$ cat src/rtl/board_io_pkg.sv
// Shared types and constants for board-input conditioning blocks.
package board_io_pkg;

  typedef enum logic [1:0] {
    ST_LO  = 2'd0,
    CHK_HI = 2'd1,
    ST_HI  = 2'd2,
    CHK_LO = 2'd3
  } debounce_state_e;

  localparam int DEBOUNCE_10MS_100MHZ = 1_000_000;

endpackage

$ cat src/rtl/board_input_conditioner_if.sv
// Pin-side input and conditioned outputs of one board input.
interface board_input_conditioner_if;
  logic pin_i;
  logic level_o;
  logic rise_o;
  logic fall_o;
  logic rst_req_o;

  modport master (
    output pin_i,
    input  level_o, rise_o, fall_o, rst_req_o
  );

  modport slave (
    input  pin_i,
    output level_o, rise_o, fall_o, rst_req_o
  );
endinterface

$ cat src/rtl/board_input_conditioner_sync_ff_chain.sv
// Multi-flop synchroniser for a single asynchronous input bit.
module sync_ff_chain #(
  parameter int   STAGES    = 2,
  parameter logic RESET_VAL = 1'b0
) (
  input  logic clk_i,
  input  logic rst_i,
  input  logic d_i,
  output logic q_o
);

  (* ASYNC_REG = "TRUE" *) logic [STAGES-1:0] sync_q;

  always_ff @(posedge clk_i or posedge rst_i) begin
    if (rst_i) begin
      sync_q <= {STAGES{RESET_VAL}};
    end else begin
      sync_q <= {sync_q[STAGES-2:0], d_i};
    end
  end

  assign q_o = sync_q[STAGES-1];

endmodule

$ cat src/rtl/board_input_conditioner.sv
// Synchronises, debounces and edge-detects one board pin; stretches a reset request.
module board_input_conditioner
  import board_io_pkg::*;
#(
  parameter int   SYNC_STAGES     = 2,
  parameter int   DEBOUNCE_CYCLES = DEBOUNCE_10MS_100MHZ,
  parameter int   MIN_RST_CYCLES  = 16,
  parameter logic RESET_LEVEL     = 1'b1
) (
  input  logic                      clk_i,
  input  logic                      rst_i,
  board_input_conditioner_if.slave  bus
);

  localparam int CNT_W  = $clog2(DEBOUNCE_CYCLES + 1);
  localparam int HOLD_W = $clog2(MIN_RST_CYCLES + 1);
  localparam logic [CNT_W-1:0]  CNT_LAST  = CNT_W'(DEBOUNCE_CYCLES - 1);
  localparam logic [CNT_W-1:0]  CNT_ONE   = CNT_W'(1);
  localparam logic [HOLD_W-1:0] HOLD_LOAD = HOLD_W'(MIN_RST_CYCLES);
  localparam logic [HOLD_W-1:0] HOLD_ONE  = HOLD_W'(1);
  localparam debounce_state_e   RESET_STATE = RESET_LEVEL ? ST_HI : ST_LO;

  if (SYNC_STAGES < 2 || DEBOUNCE_CYCLES < 2 || MIN_RST_CYCLES < 1) begin : g_bad_params
    $error("board_input_conditioner: illegal parameter value");
  end

  logic            sample;
  debounce_state_e state_q;
  logic [CNT_W-1:0] cnt_q;
  logic             level_q;
  logic             rise_q;
  logic             fall_q;
  logic             rst_req_q;
  logic [HOLD_W-1:0] hold_q;
  logic [HOLD_W-1:0] hold_d;
  logic             level_d;
  logic             accept_rise;
  logic             accept_fall;

  sync_ff_chain #(
    .STAGES    (SYNC_STAGES),
    .RESET_VAL (RESET_LEVEL)
  ) u_sync (
    .clk_i (clk_i),
    .rst_i (rst_i),
    .d_i   (bus.pin_i),
    .q_o   (sample)
  );

  // A change is accepted on the last sample of a full unbroken run.
  always_comb begin
    accept_rise = (state_q == CHK_HI) && sample  && (cnt_q == CNT_LAST);
    accept_fall = (state_q == CHK_LO) && !sample && (cnt_q == CNT_LAST);

    level_d = level_q;
    if (accept_rise) begin
      level_d = 1'b1;
    end else if (accept_fall) begin
      level_d = 1'b0;
    end

    hold_d = hold_q;
    if (accept_rise) begin
      hold_d = HOLD_LOAD;
    end else if (hold_q != '0) begin
      hold_d = hold_q - HOLD_ONE;
    end
  end

  always_ff @(posedge clk_i or posedge rst_i) begin
    if (rst_i) begin
      state_q <= RESET_STATE;
      cnt_q   <= '0;
      level_q <= RESET_LEVEL;
      rise_q  <= 1'b0;
      fall_q  <= 1'b0;
    end else begin
      rise_q  <= accept_rise;
      fall_q  <= accept_fall;
      level_q <= level_d;
      case (state_q)
        ST_LO: begin
          if (sample) begin
            state_q <= CHK_HI;
            cnt_q   <= CNT_ONE;
          end else begin
            cnt_q   <= '0;
          end
        end
        CHK_HI: begin
          if (!sample) begin
            state_q <= ST_LO;
            cnt_q   <= '0;
          end else if (accept_rise) begin
            state_q <= ST_HI;
            cnt_q   <= '0;
          end else begin
            cnt_q   <= cnt_q + CNT_ONE;
          end
        end
        ST_HI: begin
          if (!sample) begin
            state_q <= CHK_LO;
            cnt_q   <= CNT_ONE;
          end else begin
            cnt_q   <= '0;
          end
        end
        CHK_LO: begin
          if (sample) begin
            state_q <= ST_HI;
            cnt_q   <= '0;
          end else if (accept_fall) begin
            state_q <= ST_LO;
            cnt_q   <= '0;
          end else begin
            cnt_q   <= cnt_q + CNT_ONE;
          end
        end
        default: begin
          state_q <= RESET_STATE;
          cnt_q   <= '0;
        end
      endcase
    end
  end

  always_ff @(posedge clk_i or posedge rst_i) begin
    if (rst_i) begin
      hold_q    <= '0;
      rst_req_q <= RESET_LEVEL;
    end else begin
      hold_q    <= hold_d;
      rst_req_q <= level_d | (hold_d != '0);
    end
  end

  assign bus.level_o   = level_q;
  assign bus.rise_o    = rise_q;
  assign bus.fall_o    = fall_q;
  assign bus.rst_req_o = rst_req_q;

endmodule
$ cat src/flat_wrapper.sv
// flat-port wrapper written by rule: the top's interface ports become plain ports
module board_input_conditioner_flat import board_io_pkg::*;
#(
  parameter int   SYNC_STAGES     = 2,
  parameter int   DEBOUNCE_CYCLES = DEBOUNCE_10MS_100MHZ,
  parameter int   MIN_RST_CYCLES  = 16,
  parameter logic RESET_LEVEL     = 1'b1
)
  (clk_i, rst_i, bus_pin_i, bus_level_o, bus_rise_o, bus_fall_o, bus_rst_req_o);
  board_input_conditioner_if bus_i ();
  input  logic clk_i;
  input  logic rst_i;
  input wire logic [$bits(bus_i.pin_i)-1:0] bus_pin_i;
  output wire logic [$bits(bus_i.level_o)-1:0] bus_level_o;
  output wire logic [$bits(bus_i.rise_o)-1:0] bus_rise_o;
  output wire logic [$bits(bus_i.fall_o)-1:0] bus_fall_o;
  output wire logic [$bits(bus_i.rst_req_o)-1:0] bus_rst_req_o;
  assign bus_i.pin_i = bus_pin_i;
  assign bus_level_o = bus_i.level_o;
  assign bus_rise_o = bus_i.rise_o;
  assign bus_fall_o = bus_i.fall_o;
  assign bus_rst_req_o = bus_i.rst_req_o;
  board_input_conditioner #(.SYNC_STAGES(SYNC_STAGES), .DEBOUNCE_CYCLES(DEBOUNCE_CYCLES), .MIN_RST_CYCLES(MIN_RST_CYCLES), .RESET_LEVEL(RESET_LEVEL)) u_core (.clk_i(clk_i), .rst_i(rst_i), .bus(bus_i));
endmodule
$ cat config.mk
export PLATFORM = sky130hd
export DESIGN_NAME = board_input_conditioner_flat
export DESIGN_NICKNAME = d
export VERILOG_FILES = /design/src/rtl/board_io_pkg.sv /design/src/rtl/board_input_conditioner_if.sv /design/src/rtl/board_input_conditioner_sync_ff_chain.sv /design/src/rtl/board_input_conditioner.sv /design/src/flat_wrapper.sv
export SDC_FILE = /design/constraint.sdc
export NUM_CORES = 1
export LEC_CHECK = 0
export ABC_AREA = 1
export CAP_MARGIN = 20
export CORE_AREA = 10 10 98 100
export CTS_BUF_LIST = sky130_fd_sc_hd__clkbuf_16
export DETAILED_ROUTE_END_ITERATION = 10
export DIE_AREA = 0 0 108 110
export HOLD_SLACK_MARGIN = 0.02
export SKIP_CTS_REPAIR_TIMING = 1
export SLEW_MARGIN = 20
export SYNTH_ARGS = -nofsm -noshare
export SYNTH_HDL_FRONTEND = slang
export SYNTH_SLANG_ARGS = --single-unit
$ cat constraint.sdc
create_clock -name clk_i -period 2.12 [get_ports clk_i]
set_input_delay 0.212 -clock clk_i [delete_from_list [all_inputs] [get_ports clk_i]]
set_output_delay 0.212 -clock clk_i [all_outputs]
set_load 0.1 [all_outputs]
==> results of run 1 <==
## power by group through the flow
stage / clock network [mW] / registers [mW] / logic [mW]
floorplan: 0 / 0.726 / 0.251
CTS: 0.712 / 0.724 / 0.280
global placement: 0 / 0.730 / 0.269
finish: 0.690 / 0.724 / 0.274
detailed placement: 0 / 0.735 / 0.277
global route: 0.744 / 0.729 / 0.317
## metrics by stage
step | instances | area (sq um) | power, mW | worst slack, ns | hold slack (ns)
after floorplan | 236 | 1880 | 0.977 | 0.691 | 0.216
after global placement | 344 | 2050 | 0.999 | 0.477 | 0.347
after detailed placement | 344 | 2050 | 1.01 | 0.406 | 0.349
after CTS | 352 | 2190 | 1.72 | 0.412 | 0.343
after global routing | 352 | 2190 | 1.79 | 0.271 | 0.347
final | 352 | 2190 | 1.69 | 0.419 | 0.327
## synthesized netlist by cell type, types with 2 or more instances
master / count / area share [%]
a21o_1: 2 / 0.80
a21oi_1: 7 / 1.9
a21oi_2: 2 / 0.93
dfrtp_1: 28 / 37
dfstp_2: 5 / 7.0
ha_1: 2 / 1.3
inv_1: 30 / 6.0
inv_2: 6 / 1.2
nand2_1: 55 / 11
nand2_2: 4 / 1.3
nand3_1: 15 / 4.0
nand3_2: 5 / 2.7
nand4_1: 5 / 1.7
nor2_1: 26 / 5.2
nor2_2: 13 / 4.3
nor2_4: 3 / 1.8
nor3_1: 5 / 1.3
nor3_2: 3 / 1.6
nor3b_1: 3 / 1.2
o21ai_0: 3 / 0.80
xor2_1: 7 / 3.3
## logic make-up (layout without fill, tap and decap cells)
logic type | Yosys count | in the layout | share of synthesized area [%]
AO/OA/AOI/OAI | 15 | 15 | 4.80
XOR/XNOR | 7 | 7 | 3.26
adder cells (fa/ha/maj) | 2 | 2 | 1.33
buffers and inverters | 38 | 52 | 8.19
flip-flops | 33 | 33 | 44.3
AND/OR/NAND/NOR | 141 | 141 | 38.1
## final cells by class
| type | count | share of cell area [%] |
|---|---|---|
| repair buffers | 7 | 2.63 |
| inverters | 37 | 6.34 |
| clock buffers | 5 | 5.71 |
| clock inverters | 3 | 0.800 |
| flip-flops and latches | 33 | 38.0 |
| well taps | 102 | 5.83 |
| multi-input cells | 165 | 40.7 |
## worst max-delay path, stage by stage (launching register included)
cell and delay, ns:
dfrtp_1 0.38, ha_1 0.28, nand3_2 0.13, nor2_2 0.20, nand3_2 0.12, nand2_4 0.24, inv_2 0.10, nand2_1 0.08
nor2_1 0.04
## final timing paths
| check | startpoint | end | slack [ns] | cells after the start |
|---|---|---|---|---|
| worst min register to register | u_core.u_sync.sync_q[0] | u_core.u_sync.sync_q[1] | 0.36 | 0 |
| max in group asynchronous | rst_i | u_core.bus.rst_req_o | 1.47 | 3 |
| min in group clk_i | bus_pin_i | u_core.u_sync.sync_q[0] | 0.35 | 1 |
| worst min-delay path | rst_i | u_core.cnt_q[13] | 0.33 | 3 |
| worst max register to register | u_core.cnt_q[0] | u_core.cnt_q[18] | 0.42 | 8 |
| worst max-delay path | u_core.cnt_q[0] | u_core.cnt_q[18] | 0.42 | 8 |
## routing by layer
layer  up-vias  wire (microns)  GRT usage, %
met5         -               0             0
met4         0             118          4.29
met3         9             133          1.74
met2        21            1670          10.9
met1       683            1780          8.65
li1        772               -             -
## sequential cells by signal, indices dropped and copies added, names as in the netlist, named ones only
signal and cells:
u_core.cnt_q 20, u_core.bus.fall_o 1, u_core.u_sync.sync_q 2, u_core.state_q 1, u_core.bus.rst_req_o 1, u_core.bus.rise_o 1
u_core.bus.level_o 1, u_core.hold_q 5
==> summary.md, run 1 <==
| Metric | Value |
|---|---|
| Status | `finished clean` |
| Commonest cells after routing, fill and taps aside | `nand2_1, inv_1, dfrtp_1` |
| Clock share of power | `40.9%` |
| Vias per inst | `4.22` |
| H-tree depth | `2` |
| Initial Util | `24.6%` |
| Final core utilization | `28.6%` |
| Total GRT Usage | `7.05%` |
| Seq pwr share | `42.9%` |
| Cells after Synth | `236` |
| PD cells | `770 nW/um^2` |
| Cell Int Power | `1.19 mW` |
| Total CTS buffers | `5` |
| Nets | `254` |
| Yosys warnings | `0` |
| Psw | `493 uW` |
| Worst vdd ir | `0.260 mV` |
| Combined area of the multi-input logic cells | `892 sq um` |
| Post-synth EDFFs | `0` |
| CTS tree | `built` |
| Yosys reg bits | `33` |
| Clk buf depth | `2` |
| Comb power frac | `16.2%` |
| Unique masters post-synth | `28` |
| Leakage | `0.985 nW` |
| Wire length per cell | `10.5 microns` |
| CP Data Arrival Time | `1.87 ns` |
| Final worst path period share | `80.2%` |
| Clock skew | `0.00398 ns` |
| I/O Pins | `7` |
| Die area | `11900 sq um` |
| Syn_area_per_cell | `7.96 sq um` |
| Setup CP Type | `flip-flop to flip-flop` |
| Fin. max-slew vios | `0` |
| Num rows | `32` |
| CP required | `2.29 ns` |
| Root Buffer | `clkbuf_16` |
| CTS sink cnt | `33` |
| Most common flop cell mapped by yosys | `dfrtp_1` |
| Async set-reset flop share out of synthesis | `100%` |
| DRT Pass-1 Iters | `4` |
| Max Cap Viol | `0` |
| Switching share of total power | `29.2%` |
| Final min period | `1.70 ns` |
| Initial antenna violation count | `0` |
| Clk Latency, worst-skew pair | `0.28 ns` |
| Cell area after synthesis | `1880 sq um` |
| Vias | `1485` |
| Critical Path End Type | `flip-flop` |
| Seq/Total Area, Yosys | `44.3%` |
| Slew @ Worst Pin | `0.416 ns` |
| N_diodes | `0` |
| Largest net degree at the start of global routing | `34` |
| Post-Route WL | `3.71 mm` |
| Die Ht | `110 microns` |
| DRT iter0 DRCs | `84` |
| Vias in the first global route | `1495` |
| CP startpoint kind | `flip-flop` |
| Worst-path maximum fanout | `18` |
| Filler cells | `821` |
| Clock-pin slew on the worst setup and hold paths | `0.05 ns` |
| GPL Wtd Cong | `0.809` |
| Die X | `108 microns` |
| Slew headroom | `72.3%` |
| Fin. Hold Viols | `0` |
| Class of the tightest hold or removal check | `primary input to asynchronous set/reset pin` |
| Final HPWL DP | `2.75 mm` |
| FF+latch area | `832 sq um` |
| Grt ovf | `0` |
| Antenna-violating nets left | `0` |
| Commonest non-fill, non-tap cell in the layout | `nand2_1` |
| Syn nets | `241` |
| RSZ-0062 raised after global routing | `false` |
| Input/output buffers | `6` |
| Area Overhead vs Synth | `16.7%` |
| FMAX | `588 MHz` |
| Layout cells sized above 1 | `22.4%` |
| First-pass GRT wire length | `6.75 mm` |
| # DRC | `0` |
| Setup_tns | `0 ns` |
| # setup viols final | `0` |
| Floorplan Core Area | `7650 sq um` |
Note: power is estimated with default switching activity, not from simulation.
==> run 2: changes to the inputs <==
==> constraint.sdc (replaced) <==
create_clock -name clk_i -period 1.6 [get_ports clk_i]
set_input_delay 0.16 -clock clk_i [delete_from_list [all_inputs] [get_ports clk_i]]
set_output_delay 0.16 -clock clk_i [all_outputs]
set_load 0.1 [all_outputs]
==> summary.md, run 2 (synthesis results as in run 1) <==
| Metric | Value |
|---|---|
| Status | `finished clean` |
| DRT iter0 DRCs | `77 (-8.3%)` |
| I/O Pins | `7 (unchanged)` |
| RSZ-0062 raised after global routing | `true` |
| Clk Latency, worst-skew pair | `0.27 ns (about the same)` |
| DRT Pass-1 Iters | `4 (unchanged)` |
| Clock skew | `0.00181 ns (-0.00217 ns)` |
| Critical Path End Type | `flip-flop` |
| First-pass GRT wire length | `6.68 mm (-1.0%)` |
| Final HPWL DP | `2.70 mm (-2.1%)` |
| Final core utilization | `31.0% (+2.4 points)` |
| Slew @ Worst Pin | `0.426 ns (+0.00980 ns)` |
| CTS tree | `built` |
| Total CTS buffers | `5 (unchanged)` |
| Vias per inst | `4.11 (-2.6%)` |
| GPL Wtd Cong | `0.829 (+2.5%)` |
| CP Data Arrival Time | `1.63 ns (-0.24 ns)` |
| Die area | `11900 sq um (unchanged)` |
| Psw | `679 uW (+38%)` |
| Vias in the first global route | `1483 (-0.80%)` |
| Initial Util | `24.6% (unchanged)` |
| Total GRT Usage | `6.77% (-0.28 points)` |
| Nets | `267 (+5.1%)` |
| Fin. Hold Viols | `0 (unchanged)` |
| PD cells | `1000 nW/um^2 (+30%)` |
| Finished Cell Area | `2370 sq um (+8.3%)` |
| Slew headroom | `71.6% (-0.65 points)` |
| Vias | `1500 (+1.0%)` |
| # setup viols final | `0 (unchanged)` |
| Wire length per cell | `10.1 microns (-4.3%)` |
| Commonest cells after routing, fill and taps aside | `nand2_1, inv_1, dfrtp_1` |
| Initial antenna violation count | `0 (unchanged)` |
| Antenna-violating nets left | `0 (unchanged)` |
| CP startpoint kind | `flip-flop` |
| Post-Route WL | `3.68 mm (-0.73%)` |
| Final min period | `1.47 ns (-0.233 ns)` |
| Clock-pin slew on the worst setup and hold paths | `0.05 ns (about the same)` |
| Worst-path maximum fanout | `13 (-5)` |
| Crit path from | `u_core.cnt_q[0]` |
| Die X | `108 microns (unchanged)` |
| Largest net degree at the start of global routing | `34 (unchanged)` |
| Switching share of total power | `28.6% (-0.66 points)` |
| Seq pwr share | `40.5% (-2.4 points)` |
| Root Buffer | `clkbuf_16` |
| Biggest regs | `u_core.cnt_q: 20 flops, u_core.hold_q: 5 flops, u_core.u_sync.sync_q: 2 flops` |
| Clock share of power | `37.7% (-3.2 points)` |
| H-tree depth | `2 (unchanged)` |
| Clk buf depth | `2 (unchanged)` |
| Leakage | `1.07 nW (+8.6%)` |
| Num rows | `32 (unchanged)` |
| Grt ovf | `0 (unchanged)` |
| Fin. max-slew vios | `0 (unchanged)` |
| Layout cells sized above 1 | `25.9% (+3.5 points)` |
| N_diodes | `0 (unchanged)` |
| Comb power frac | `21.8% (+5.6 points)` |
| Worst r2r src | `u_core.cnt_q[0]` |
| # DRC | `0 (unchanged)` |
| CP required | `1.76 ns (-0.53 ns)` |
| Cell Area, Placed | `2150 sq um (+5.0%)` |
| Max Cap Viol | `0 (unchanged)` |
| Cell Int Power | `1.70 mW (+42%)` |
| Input/output buffers | `6 (unchanged)` |
| Class of the tightest hold or removal check | `primary input to asynchronous set/reset pin` |
| Die Ht | `110 microns (unchanged)` |
| Commonest non-fill, non-tap cell in the layout | `nand2_1` |
| Floorplan Core Area | `7650 sq um (unchanged)` |
| Area Overhead vs Synth | `26.4%` |
| Most flops, register | `u_core.cnt_q` |
| Worst vdd ir | `0.411 mV (+58%)` |
| Final worst path period share | `91.8% (+12 points)` |
| Largest register FFs | `20 (unchanged)` |
| Setup CP Type | `flip-flop to flip-flop` |
| CTS sink cnt | `33 (unchanged)` |
| FMAX | `681 MHz (+16%)` |
-- run 2: layout make-up --
cell class / instances / area [sq um]
Inverter: 37 / 139
Tap cell: 102 / 128
Multi-Input combinational cell: 165 / 920
Sequential cell: 33 / 832
Timing Repair Buffer: 20 / 218
Clock inverter: 3 / 12.5
Fill cell: 803 / 5270
Clock buffer: 5 / 125
-- run 2: layer usage --
layer	track usage, %	routed length (microns)	vias to the layer above
li1	-	-	792
met1	9.02	1850	683
met2	10.3	1640	19
met3	1.45	123	6
met4	2.86	70	0
met5	0	0	-
-- run 2: path summary, 6_finish.rpt --
check | slack (ns) | end | depth (start not counted)
worst min register to register | 0.36 | u_core.u_sync.sync_q[1] | 0
min in group clk_i | 0.30 | u_core.u_sync.sync_q[0] | 1
max in group asynchronous | 0.99 | u_core.bus.rst_req_o | 3
worst max register to register | 0.13 | u_core.cnt_q[18] | 8
worst min-delay path | 0.27 | u_core.state_q[0] | 3
worst max-delay path | 0.13 | u_core.cnt_q[18] | 8
-- run 2: power groups by stage --
| stage | Clock (mW) | Sequential, mW | Combinational [mW] |
|---|---|---|---|
| final | 0.895 | 0.963 | 0.518 |
| after CTS | 0.921 | 0.959 | 0.392 |
| after detailed placement | 0 | 0.971 | 0.390 |
| after floorplan | 0 | 0.962 | 0.333 |
| after global routing | 0.964 | 0.974 | 0.585 |
| after global placement | 0 | 0.968 | 0.386 |
-- run 2: metrics by stage --
step / hold WS, ns / setup TNS (ns) / std cells / total power [mW] / setup slack, ns
finish: 0.274 / 0 / 365 / 2.38 / 0.132
global route: 0.311 / -0.0206 / 365 / 2.52 / -0.0206
CTS: 0.297 / 0 / 359 / 2.27 / 0.0384
detailed placement: 0.350 / 0 / 351 / 1.36 / 0.0622
global placement: 0.347 / 0 / 351 / 1.35 / 0.0947
floorplan: 0.164 / 0 / 236 / 1.29 / 0.171
-- run 2: worst max-delay path, cell delays in order (launching register included) --
cell and delay, ns:
dfrtp_1 0.37, ha_1 0.22, nand3_2 0.12, nor2_2 0.16
nand3_2 0.15, nand2_8 0.16, inv_2 0.07, nand2_1 0.06
nor2_1 0.04
